File: config.mk
export PLATFORM = sky130hd
export DESIGN_NAME = dmem_responder
export DESIGN_NICKNAME = d
export VERILOG_FILES = /design/src/rtl/dmem_responder.sv
export SDC_FILE = /design/constraint.sdc
export NUM_CORES = 1
export LEC_CHECK = 0
export ABC_AREA = 1
export CELL_PAD_IN_SITES_DETAIL_PLACEMENT = 1
export CELL_PAD_IN_SITES_GLOBAL_PLACEMENT = 1
export CORE_ASPECT_RATIO = 1.75
export CORE_UTILIZATION = 50
export CTS_BUF_LIST = sky130_fd_sc_hd__clkbuf_4
export DETAILED_ROUTE_END_ITERATION = 10
export PLACE_DENSITY = 0.88
export REMOVE_ABC_BUFFERS = 1
export SLEW_MARGIN = 20
export SYNTH_ARGS = -nofsm -noshare
export SYNTH_HDL_FRONTEND = slang
export SYNTH_SLANG_ARGS = --single-unit
File: constraint.sdc
create_clock -name clk -period 3 [get_ports clk]
set_input_delay 0.75 -clock clk [delete_from_list [all_inputs] [get_ports clk]]
set_output_delay 0.75 -clock clk [all_outputs]
set_load 0.05 [all_outputs]
File: src/rtl/dmem_responder.sv
// dmem_responder: wait-stated data-memory responder for the 12-bit ARM CPU.
// One load or store is accepted per request. The access happens after a
// fixed number of wait states, then a one-cycle completion pulse is raised.
// Requests that arrive while an access is in flight are dropped, not queued.
module dmem_responder #(
  parameter int DATA_W      = 12,
  parameter int ADDR_W      = 12,
  parameter int DEPTH       = 64,
  parameter int WAIT_STATES = 2
) (
  input  logic              clk,
  input  logic              reset,
  input  logic              MemoryRequest,
  input  logic              MemoryWrite,
  input  logic [ADDR_W-1:0] DataAdder,
  input  logic [DATA_W-1:0] WriteData,
  output logic              Busy,
  output logic [DATA_W-1:0] ReadData,
  output logic              ReadValid,
  output logic              WriteDone,
  output logic              AddrError
);

  // Word index width; the byte-offset bits [1:0] sit below the index.
  localparam int IW = $clog2(DEPTH);

  // Address bits above the word index; any of them set means out of range.
  // When ADDR_W == IW+2 the shift wraps to zero and the mask becomes empty.
  localparam logic [ADDR_W-1:0] HI_MASK =
    ~((ADDR_W'(1) << (IW + 2)) - ADDR_W'(1));

  // Wait-state reload value; the counter is always four bits wide.
  localparam logic [3:0] WS_LOAD = 4'(WAIT_STATES);

  // FSM encoding.
  localparam logic [0:0] ST_IDLE   = 1'b0;
  localparam logic [0:0] ST_ACCESS = 1'b1;

  // Out-of-range test for a byte address. The whole address takes part in
  // the masked reduction, so the ignored byte-offset bits are still read.
  function automatic logic addr_out_of_range(input logic [ADDR_W-1:0] addr);
    return |(addr & HI_MASK);
  endfunction

  // Storage array: deliberately not reset, contents undefined until written.
  logic [DATA_W-1:0] mem_r [DEPTH];

  // Control state.
  logic [0:0]        state_r;
  logic [3:0]        cnt_r;

  // Request copies captured at the accept edge; only these drive the access.
  logic              wr_r;
  logic [IW-1:0]     idx_r;
  logic              oor_r;
  logic [DATA_W-1:0] wdata_r;

  // Registered outputs.
  logic              busy_r;
  logic [DATA_W-1:0] rdata_r;
  logic              read_valid_r;
  logic              write_done_r;
  logic              addr_error_r;

  // Next-state decode.
  logic [0:0]        state_n_s;
  logic [3:0]        cnt_n_s;
  logic              accept_s;
  logic              access_s;
  logic              mem_we_s;

  // Next-state, counter and strobe decode for the two-state access FSM.
  always_comb begin
    state_n_s = state_r;
    cnt_n_s   = cnt_r;
    accept_s  = 1'b0;
    access_s  = 1'b0;
    case (state_r)
      ST_IDLE: begin
        if (MemoryRequest) begin
          accept_s  = 1'b1;
          state_n_s = ST_ACCESS;
          cnt_n_s   = WS_LOAD;
        end else begin
          state_n_s = ST_IDLE;
          cnt_n_s   = cnt_r;
        end
      end
      ST_ACCESS: begin
        if (cnt_r != 4'd0) begin
          state_n_s = ST_ACCESS;
          cnt_n_s   = cnt_r - 4'd1;
        end else begin
          access_s  = 1'b1;
          state_n_s = ST_IDLE;
          cnt_n_s   = 4'd0;
        end
      end
      default: begin
        state_n_s = ST_IDLE;
        cnt_n_s   = 4'd0;
      end
    endcase
  end

  // Array write enable: an in-range store reaching its access edge.
  always_comb begin
    mem_we_s = 1'b0;
    if (access_s && wr_r && !oor_r) begin
      mem_we_s = 1'b1;
    end else begin
      mem_we_s = 1'b0;
    end
  end

  // FSM, request capture and registered outputs; reset aborts any access.
  always_ff @(posedge clk or posedge reset) begin
    if (reset) begin
      state_r      <= ST_IDLE;
      cnt_r        <= 4'd0;
      wr_r         <= 1'b0;
      idx_r        <= '0;
      oor_r        <= 1'b0;
      wdata_r      <= '0;
      busy_r       <= 1'b0;
      rdata_r      <= '0;
      read_valid_r <= 1'b0;
      write_done_r <= 1'b0;
      addr_error_r <= 1'b0;
    end else begin
      state_r      <= state_n_s;
      cnt_r        <= cnt_n_s;
      busy_r       <= (state_n_s == ST_ACCESS);
      read_valid_r <= access_s && !wr_r;
      write_done_r <= access_s && wr_r;
      addr_error_r <= access_s && oor_r;
      if (accept_s) begin
        wr_r    <= MemoryWrite;
        idx_r   <= DataAdder[IW+1:2];
        oor_r   <= addr_out_of_range(DataAdder);
        wdata_r <= WriteData;
      end
      if (access_s && !wr_r) begin
        rdata_r <= oor_r ? '0 : mem_r[idx_r];
      end
    end
  end

  // Array write port; reset high at the edge suppresses the write.
  always_ff @(posedge clk) begin
    if (mem_we_s && !reset) begin
      mem_r[idx_r] <= wdata_r;
    end
  end

  assign Busy      = busy_r;
  assign ReadData  = rdata_r;
  assign ReadValid = read_valid_r;
  assign WriteDone = write_done_r;
  assign AddrError = addr_error_r;

endmodule

# Yosys cells after proc, flatten, opt, wreduce, memory -nomap -nowiden
# Memory sizes are Yosys's and may differ from the RTL's.
# Cells that the tools add are included.
[totals]
reg_bits = 40
latch_bits = 0
ram_bits = 768
rom_bits = 0
inputBits = 28
output_inout_bits = 16
n_memories = 1
[classes]
add_sub_neg = 1
n_mul = 0
div_mod_pow = 0
order_cmp = 0
eq_ne = 1
n_shift = 0
mux = 13
bitwise = 1
n_reduce_logical = 10
[mem_list]
columns = ["name", "depth", "width", "rd", "rd_ports_with_merged_regs", "write_ports", "line", "rtl"]
rows = [
  ["mem_r", 64, 12, 1, 0, 1, "46", "logic [DATA_W-1:0] mem_r [DEPTH];"],
]
[ops]
columns = ["cell", "count"]
rows = [
  ["2-to-1 mux 12 bit", 1],
  ["2-to-1 mux 1 bit", 8],
  ["2-to-1 mux 4 bit", 2],
  ["one-hot mux 4 bit (2 select lines)", 1],
  ["logical AND 1 bit", 5],
  ["nonzero test 4 bit", 1],
  ["OR reduction 4 bit", 1],
  ["subtractor 4 x 1 -> 4 bit, second input constant", 1],
  ["zero test 1 bit", 3],
  ["!= test 2 bit, second input constant", 1],
  ["one-hot mux 1 bit (2 select lines)", 1],
  ["inverter 1 bit", 1],
]

# Logic depth before layout (Yosys ltp)
[depth]
depth_word = 9
ltp_mapped = 16
depth_no_buf = 13

# Worst setup path before layout
# Ideal clock, no wire load.
[synth_timing]
path_kind = "register -> register"
startpoint = "reg, netlist name Busy"
endpoint = "mem mem_r[14][0] (enable)"
setup_time_ps = 380
arrival_ps = 2171
required_ps = 2620
slack_ps = 448
path_stages_with_launch = 7
period_less_slack_ps = 2552
path_cell_list = "dfrtp_1 > inv_1 > nor2_2 > nand2_1 > nor3_4 > nand4_1 > nor2_1"
[synth_rtl]
columns = ["element", "line"]
rows = [
  ["end: declaration", "46"],
]

# Worst setup path in the final report
[layout_timing]
startpoint = "reg idx_r[1]"
endpoint = "mem mem_r[59][11] (enable)"
[layout_rtl]
columns = ["element", "line", "rtl"]
rows = [
  ["start: declaration", "54", "logic [IW-1:0] idx_r;"],
  ["start signal: assignment", "139", "idx_r <= DataAdder[IW+1:2];"],
]
# Straight into the memory's write port.

==> impl_metrics.env <==
export IMPL_async_flop_share_pct=4.95
export IMPL_clock_latency_ns=1.02
export IMPL_initial_core_util_pct=50.8
export IMPL_synth_top_cell_area_share_pct=68.1
export IMPL_drcViolationCount=0
export IMPL_synth_distinct_cells=20
export IMPL_status="finished, final reports clean"
export IMPL_htreeDepth=4
export IMPL_instances_no_fill=4601
export IMPL_drive_above_1_share_pct=12.4
export IMPL_multi_input_area_um2=8970
export IMPL_peakVddDrop_mv=1.23
export IMPL_finalSetupViolCount=0
export IMPL_power_density_nw_per_um2=997
export IMPL_wire_per_inst_um=26.4
export IMPL_grt_usage_pct=36.1
export IMPL_tightestPinTransition_ns=1.10
export IMPL_dr_total_vias=26986
export IMPL_yosys_warnings=0
export IMPL_leakage_nw=16.6
export IMPL_criticalPathCategory="reg -> reg"
export IMPL_syn_to_final_growth_pct=13.9
export IMPL_finalPower_mw=38.5
export IMPL_regArea_um2=24100
export IMPL_drtAntennaViolNets=0
export IMPL_synth_seq_cells=808
export IMPL_gp_congestion=0.862
export IMPL_io_buffer_count=41
export IMPL_hold_viol=0
export IMPL_synth_top_cell_by_area="edfxtp_1"
export IMPL_synth_top_flop_cell="edfxtp_1"
export IMPL_placedCellCount=4280
export IMPL_grt_pass1_wl_um=181000
export IMPL_post_cts_buffers=0
export IMPL_syn_avg_cell_area_um2=10.1
export IMPL_cts_sinks=808
export IMPL_drt_iter0_drc=2935
export IMPL_die_area_um2=68800
export IMPL_syn_inst=3365
export IMPL_yosys_top_cells_count="2,191 x nand2_1, 768 x edfxtp_1, 108 x nor2_1"
export IMPL_yosysSeqAreaShare_pct=71.1
export IMPL_max_freq_ghz=0.334
export IMPL_grt_ovfl_total=0
export IMPL_max_stage_delay_ns=0.81
export IMPL_path_max_fanout=21
export IMPL_pin_count=44
export IMPL_grt_pass1_vias=29711
export IMPL_hold_class="in -> async"
export IMPL_nets=3596
export IMPL_worstSetupEndpointType="flop"
export IMPL_rsz0062_at_grt="false"
export IMPL_die_x_um=199
export IMPL_synthMostInstantiatedCell="nand2_1"
export IMPL_drt_first_pass_iters=5
export IMPL_core_area_um2=66600
export IMPL_via_per_inst=5.87
export IMPL_synth_area_top_cells="edfxtp_1 68%, nand2_1 24%, dfrtp_1 3.0%, nor2_1 1.2%, buf_2 0.99%"
export IMPL_fin_crit_sh_pct=99.7
export IMPL_netlist_area_um2=33900
export IMPL_clk_path_buf_depth=3
export IMPL_final_setup_skew_ns=0.0582
export IMPL_grt_max_degree=103
export IMPL_period_minus_slack_ns=2.99
export IMPL_required_ns=3.65
export IMPL_std_cell_rows=125
export IMPL_synth_edff_count=768
export IMPL_drt_wl_total_um=121000
export IMPL_cts_inserted_buffers=175
export IMPL_antenna_found_initial=3
export IMPL_die_h_um=346
export IMPL_path_cells="inv_6, nor2_1, nand3_1, buf_4, nor2_1, buf_4"
export IMPL_worstPathArrival_ns=3.64
export IMPL_drv_cap=0
export IMPL_slew_limit_headroom_pct=26.8
export IMPL_cts_root_buffer_cell="clkbuf_4"
export IMPL_hpwl_um=68400
export IMPL_tritoncts="done"
export IMPL_slew_violations=0
export IMPL_ff2ff_path_depth=6
export IMPL_hold_buffers=0
export IMPL_fillCellCount=7366
export IMPL_clk_pin_slew_ns=0.09
export IMPL_cp_start_kind="flop"
export IMPL_slowest_stage="nor2_1"
[state kept, by name (all words and copies together), names as in the netlist]
register / flops
AddrError: 1
Busy: 1
ReadData: 12
ReadValid: 1
WriteDone: 1
cnt_r: 4
idx_r: 6
mem_r: 768
oor_r: 1
wdata_r: 12
wr_r: 1
[metrics by stage]
| step | setup TNS, ns | area (um2) | hold WS [ns] | setup WS, ns | utilization (%) |
|---|---|---|---|---|---|
| after floorplan | -8196.06 | 33200 | 0.435 | -15.38 | - |
| after global placement | 0 | 36200 | 0.470 | 0.231 | 54.3 |
| after detailed placement | 0 | 36200 | 0.473 | 0.173 | 54.3 |
| after CTS | 0 | 38600 | 0.122 | 0.0168 | 57.9 |
| after global routing | 0 | 38600 | 0.200 | 0.0243 | 57.9 |
| final | 0 | 38600 | 0.167 | 0.0102 | 57.9 |
[final cells by class]
| type | instances | area share (%) |
|---|---|---|
| clock inverter | 59 | 1.16 |
| tap | 889 | 2.88 |
| timing repair buffer | 187 | 4.78 |
| multi-input combinational | 2357 | 23.2 |
| clock buffer | 258 | 5.02 |
| sequential | 808 | 62.5 |
| inverter | 39 | 0.435 |
| antenna | 4 | 0.0259 |
[kinds of logic after synthesis]
kind of cell	synth area share, %
AO/OA/AOI/OAI	0.499
buffers and inverters	2.48
flip-flops	71.1
AND/OR/NAND/NOR	26.0
[cell usage in the layout, fill, tap and decap left out, types with 16 or more instances in the layout]
master	n
buf_12	27
buf_4	119
clkbuf_4	258
clkdlybuf4s50_1	40
clkinv_1	32
dfrtp_1	25
edfxtp_1	768
inv_1	35
nand2_1	2191
nor2_1	107
o21ai_0	16
[critical path: cells and delay by family (launching register included)]
family                 cells  cell delay (ns)
buffers and inverters      3             0.62
flip-flops                 1             0.71
AND/OR/NAND/NOR            3             1.32
[worst paths after layout]
path	start	end	slack (ns)
max	idx_r[1]	mem_r[59][11]	0.01
max reg2reg	idx_r[1]	mem_r[59][11]	0.01
min	reset	cnt_r[1]	0.17
min reg2reg	ReadData[9]	ReadData[9]	0.48
max in group asynchronous	reset	ReadData[4]	2.22
min in group clk	MemoryWrite	wr_r	0.31
[metal layers]
layer,track usage [%],vias to the layer above,wire length (um)
met2,60.1,1863,60400
li1,-,11350,-
met4,30.7,2,11200
met3,6.71,625,10800
met5,0,-,14
met1,39.5,13146,38900
[what timing repair did]
| action | 4_1_cts | 5_1_grt |
|---|---|---|
| gates resized for setup | 1 | 2 |
| setup endpoints to repair | 1 | 1 |
| pin swaps | 0 | 0 |
[report_power, final]
part           total [mW]  internal, mW  switching, mW
registers            15.6          14.0           1.61
logic                13.6          3.26           10.3
clock network        9.26          4.57           4.70
Note: power is estimated with default switching activity, not from simulation.
